### src/rtl/wma_inverse.sv
// Inverse of the transposed-form weighted moving average encoder:
// recovers x[n] from y[n] using the last three recovered samples.
module wma_inverse #(
    parameter int N = 4
) (
    input  logic         clk,
    input  logic         rst,
    input  logic [N-1:0] y_in,
    input  logic         y_valid,
    input  logic         flush,
    output logic [N-1:0] x_out,
    output logic         x_valid,
    output logic         primed,
    output logic [7:0]   sample_cnt
);

    typedef enum logic [1:0] {
        EMPTY  = 2'd0,
        FILL1  = 2'd1,
        FILL2  = 2'd2,
        PRIMED = 2'd3
    } state_t;

    state_t       state_q, state_d;
    logic [N-1:0] x_out_q, x_out_d;
    logic         x_valid_q, x_valid_d;
    logic [N-1:0] h1_q, h1_d;
    logic [N-1:0] h2_q, h2_d;
    logic [N-1:0] h3_q, h3_d;
    logic [7:0]   cnt_q, cnt_d;
    logic [N-1:0] x_hat_s;

    // Deconvolution, history shift, fill-state tracking and sample counting
    always_comb begin
        state_d   = state_q;
        x_out_d   = x_out_q;
        x_valid_d = 1'b0;
        h1_d      = h1_q;
        h2_d      = h2_q;
        h3_d      = h3_q;
        cnt_d     = cnt_q;
        // Subtractions wrap modulo 2^N, matching the encoder's wrapping adds
        x_hat_s   = y_in - (h1_q >> 1'd1) - (h2_q >> 2'd2) - (h3_q >> 2'd3);

        if (flush) begin
            state_d = EMPTY;
            x_out_d = '0;
            h1_d    = '0;
            h2_d    = '0;
            h3_d    = '0;
            cnt_d   = 8'd0;
        end else if (y_valid) begin
            x_out_d   = x_hat_s;
            x_valid_d = 1'b1;
            h1_d      = x_hat_s;
            h2_d      = h1_q;
            h3_d      = h2_q;
            if (cnt_q != 8'd255) begin
                cnt_d = cnt_q + 8'd1;
            end else begin
                cnt_d = cnt_q;
            end
            case (state_q)
                EMPTY:   state_d = FILL1;
                FILL1:   state_d = FILL2;
                FILL2:   state_d = PRIMED;
                PRIMED:  state_d = PRIMED;
                default: state_d = EMPTY;
            endcase
        end else begin
            x_valid_d = 1'b0;
        end
    end

    // State and output registers with asynchronous reset
    always_ff @(posedge clk or posedge rst) begin
        if (rst) begin
            state_q   <= EMPTY;
            x_out_q   <= '0;
            x_valid_q <= 1'b0;
            h1_q      <= '0;
            h2_q      <= '0;
            h3_q      <= '0;
            cnt_q     <= 8'd0;
        end else begin
            state_q   <= state_d;
            x_out_q   <= x_out_d;
            x_valid_q <= x_valid_d;
            h1_q      <= h1_d;
            h2_q      <= h2_d;
            h3_q      <= h3_d;
            cnt_q     <= cnt_d;
        end
    end

    assign x_out      = x_out_q;
    assign x_valid    = x_valid_q;
    assign primed     = (state_q == PRIMED);
    assign sample_cnt = cnt_q;

endmodule

### config.mk
export PLATFORM = sky130hd
export DESIGN_NAME = wma_inverse
export DESIGN_NICKNAME = d
export VERILOG_FILES = /design/src/rtl/wma_inverse.sv
export SDC_FILE = /design/constraint.sdc
export NUM_CORES = 1
export LEC_CHECK = 0
export ABC_CLOCK_PERIOD_IN_PS = 3300
export CAP_MARGIN = 20
export CELL_PAD_IN_SITES_DETAIL_PLACEMENT = 0
export CELL_PAD_IN_SITES_GLOBAL_PLACEMENT = 1
export CORE_MARGIN = 5
export CORE_UTILIZATION = 39
export DETAILED_ROUTE_END_ITERATION = 10
export PLACE_DENSITY_LB_ADDON = 0.1
export REMOVE_ABC_BUFFERS = 1
export SYNTH_ARGS = -nofsm -noshare
export SYNTH_HDL_FRONTEND = slang
export SYNTH_SLANG_ARGS = --single-unit
export TNS_END_PERCENT = 5
### constraint.sdc
create_clock -name clk -period 3.3 [get_ports clk]
set_input_delay 0.66 -clock clk [delete_from_list [all_inputs] [get_ports clk]]
set_output_delay 0.66 -clock clk [all_outputs]
set_load 0.005 [all_outputs]
==> impl_metrics.toml <==
[status]
status = "finished, final reports clean"

[power_and_ir_drop]
p_leak_uw = 0.0005849
p_per_area_nw_per_um2 = 411.3
max-vdd-ir-drop_v = 0.0002221

[drt]
drc = 0
antenna_left = 0
drtIter0Drc = 34
viasPerCell = 5.219
dr_total_vias = 809
wl_um = 2239
drt_pre_antenna_iters = 4
post_drt_wl_per_cell_um = 14.45

[clocking]
hold_buffers = 0
cts_made_buffers = 3
cts_resized = 0
cts.clk_slew.worst_paths_ps = 100
post_cts_buffers = 0
cts_htree_levels = 1
clock-root-buffer = "clkbuf_4"
insertion_delay_ps = 290
clock-sinks = 18
cts_tree = "done"
cts_buffer_depth = 2

[layout]
fillerInstances = 269
areaGrowthSynthToFinish_pct = 22.68
fin_nets = 144
drive_gt1_share_pct = 5.645
seq_area_um2 = 450.4
multiInputGateArea_um2 = 565.5
layout_common_cells = "clkdlybuf4s50_1 (21), dfrtp_1 (18), nor2_1 (12), inv_1 (12)"
diodes = 0
final_util_pct = 49.45
final_common_cell = "clkdlybuf4s50_1"

[floorplan]
die_w_um = 62.92
fp-row-count = 19
dieArea_um2 = 3959
core_um2 = 2710
die_h_um = 62.92
start_util_pct = 40.30
boundaryPins = 22

[timing]
worst_slack_ps = 638.5
period_minus_slack_ps = 2661
relSlewSlack_pct = 47.79
drv_slew = 0
fmaxAchievable_ghz = 0.3757
setup_violations = 0
hold_violations = 0
rsz0062_at_grt = "false"
post-route-period-util_pct = 80.65
setup_tns_ps = 0
finalClockSkew_ps = 7.490
tightestPinTransition_ps = 780.7

[synth]
synth.avg_cell_area_um2 = 10.50
synthDistinctLibCells = 31
syn_inst = 104
ys_seq_area_share_pct = 41.24
ys_warn_count = 0
ys_seq_elements = 18
synth_area_um2 = 1092

[global_routing]
grtUsageTotal_pct = 12.55
antenna_found_initial = 0
grt_overflow_total = 0
grt_max_degree = 23
grt_first_pass_wirelength_um = 4002
grt_pass1_vias = 836

[place]
dp_hpwl_um = 1645
io_buffers = 21
post-place-ws_ps = 318.0
finalWeightedCongestion = 0.8159

[worst_setup_path]
worst_ep_arrival_time_ps = 2810
crit_path_start_kind = "input pin"
critPathKind = "input pin to flop"
crit_fanout = 2
worstPathRequired_ps = 3450
endpoint_kind = "flop"

[min_path]
hold_class = "flop to flop"

[job]
cap_violations = 0
[power by group]
part           leakage [uW]  total, uW  internal [uW]  switching, uW
combinational      0.000327        182           97.4           84.5
clock             0.0000138        110           42.3           67.5
sequential         0.000244        259            240           19.4
[cells in the mapped netlist, drive strengths merged]
| master | instances | area, um^2 |
|---|---|---|
| inv | 12 | 45.04 |
| and2 | 1 | 6.260 |
| nand4 | 4 | 25.02 |
| mux2i | 5 | 50.05 |
| o21ba | 1 | 10.01 |
| nand4b | 1 | 8.760 |
| mux2 | 2 | 22.52 |
| clkbuf | 1 | 3.750 |
| nand3 | 1 | 5.000 |
| xnor2 | 2 | 17.52 |
| and4 | 1 | 11.26 |
| dfrtp | 18 | 450.4 |
| nor2 | 12 | 45.04 |
| nand3b | 1 | 7.510 |
| ha | 6 | 75.07 |
| fa | 4 | 80.08 |
| a2111oi | 1 | 27.53 |
| a211oi | 5 | 37.54 |
| a41oi | 1 | 8.760 |
| o311ai | 1 | 8.760 |
| nor3 | 5 | 25.02 |
| nand2b | 2 | 12.51 |
| a2111o | 1 | 11.26 |
| and3 | 1 | 11.26 |
| buf | 4 | 27.52 |
| a21oi | 6 | 30.03 |
| nor2b | 4 | 25.02 |
| nand2 | 1 | 3.750 |
[per-layer routing]
| metal | up-vias | global-route usage (%) | wire (um) |
|---|---|---|---|
| met5 | - | 0 | 0 |
| li1 | 406 | - | - |
| met2 | 16 | 18.59 | 990 |
| met3 | 2 | 2.878 | 122 |
| met1 | 385 | 17.92 | 1113 |
| met4 | 0 | 3.979 | 13 |
[flip-flops by register name, indices dropped and copies added, names as in the netlist]
name and count:
sample_cnt 8, h3_q 1, state_q 2, h2_q 2, h1_q 4, x_valid 1
[final timing paths]
| check | start | endpoint | slack [ps] | cells after the start |
|---|---|---|---|---|
| max reg2reg | h1_q[1]$_DFFE_PP0P_ | h1_q[2]$_DFFE_PP0P_ | 790 | 7 |
| max | y_in[1] | h1_q[2]$_DFFE_PP0P_ | 640 | 8 |
| min in group asynchronous | rst | sample_cnt[6]$_DFFE_PP0P_ | 790 | 2 |
| max in group asynchronous | rst | h2_q[2]$_DFFE_PP0P_ | 2040 | 2 |
| min | state_q[1]$_DFFE_PP0P_ | state_q[1]$_DFFE_PP0P_ | 530 | 2 |
| min reg2reg | state_q[1]$_DFFE_PP0P_ | state_q[1]$_DFFE_PP0P_ | 530 | 2 |
[area by class of cell]
class	count	area share [%]
multi-input combinational	69	42.20
inverter	12	3.361
sequential	18	33.61
tap	31	2.894
timing repair buffer	22	16.25
clock buffer	3	1.681
[cells by family (layout without fill, tap and decap cells)]
kind of cell               after synthesis  in the layout  synth area share [%]
xor gates and xnor gates                 2              2                 1.604
adders and majority gates               10             10                 14.20
buffers and inverters                   17             37                 6.986
AOI/OAI and AO/OA                       16             16                 12.26
muxes                                    7              7                 6.644
DFF                                     18             18                 41.24
and+or+nand+nor                         34             34                 17.07
[per-stage QoR]
step	cell area [um^2]	power, uW	cells	hold WS, ps
4_1_cts	1340	565.2	155	538.9
3_3_place_gp	1318	444.3	152	493.6
5_1_grt	1340	602.3	155	569.4
3_5_place_dp	1318	449.8	152	515.1
6_report	1340	551.2	155	528.0
2_1_floorplan	1061	372.9	99	476.5
[worst max-delay path, cell delays in order]
cell             delay, ps
clkdlybuf4s50_1        450
inv_1                   70
fa_1                   490
fa_1                   420
fa_1                   400
xnor2_1                140
mux2i_1                120
nor2_1                  50
Note: power is estimated with default switching activity, not from simulation.
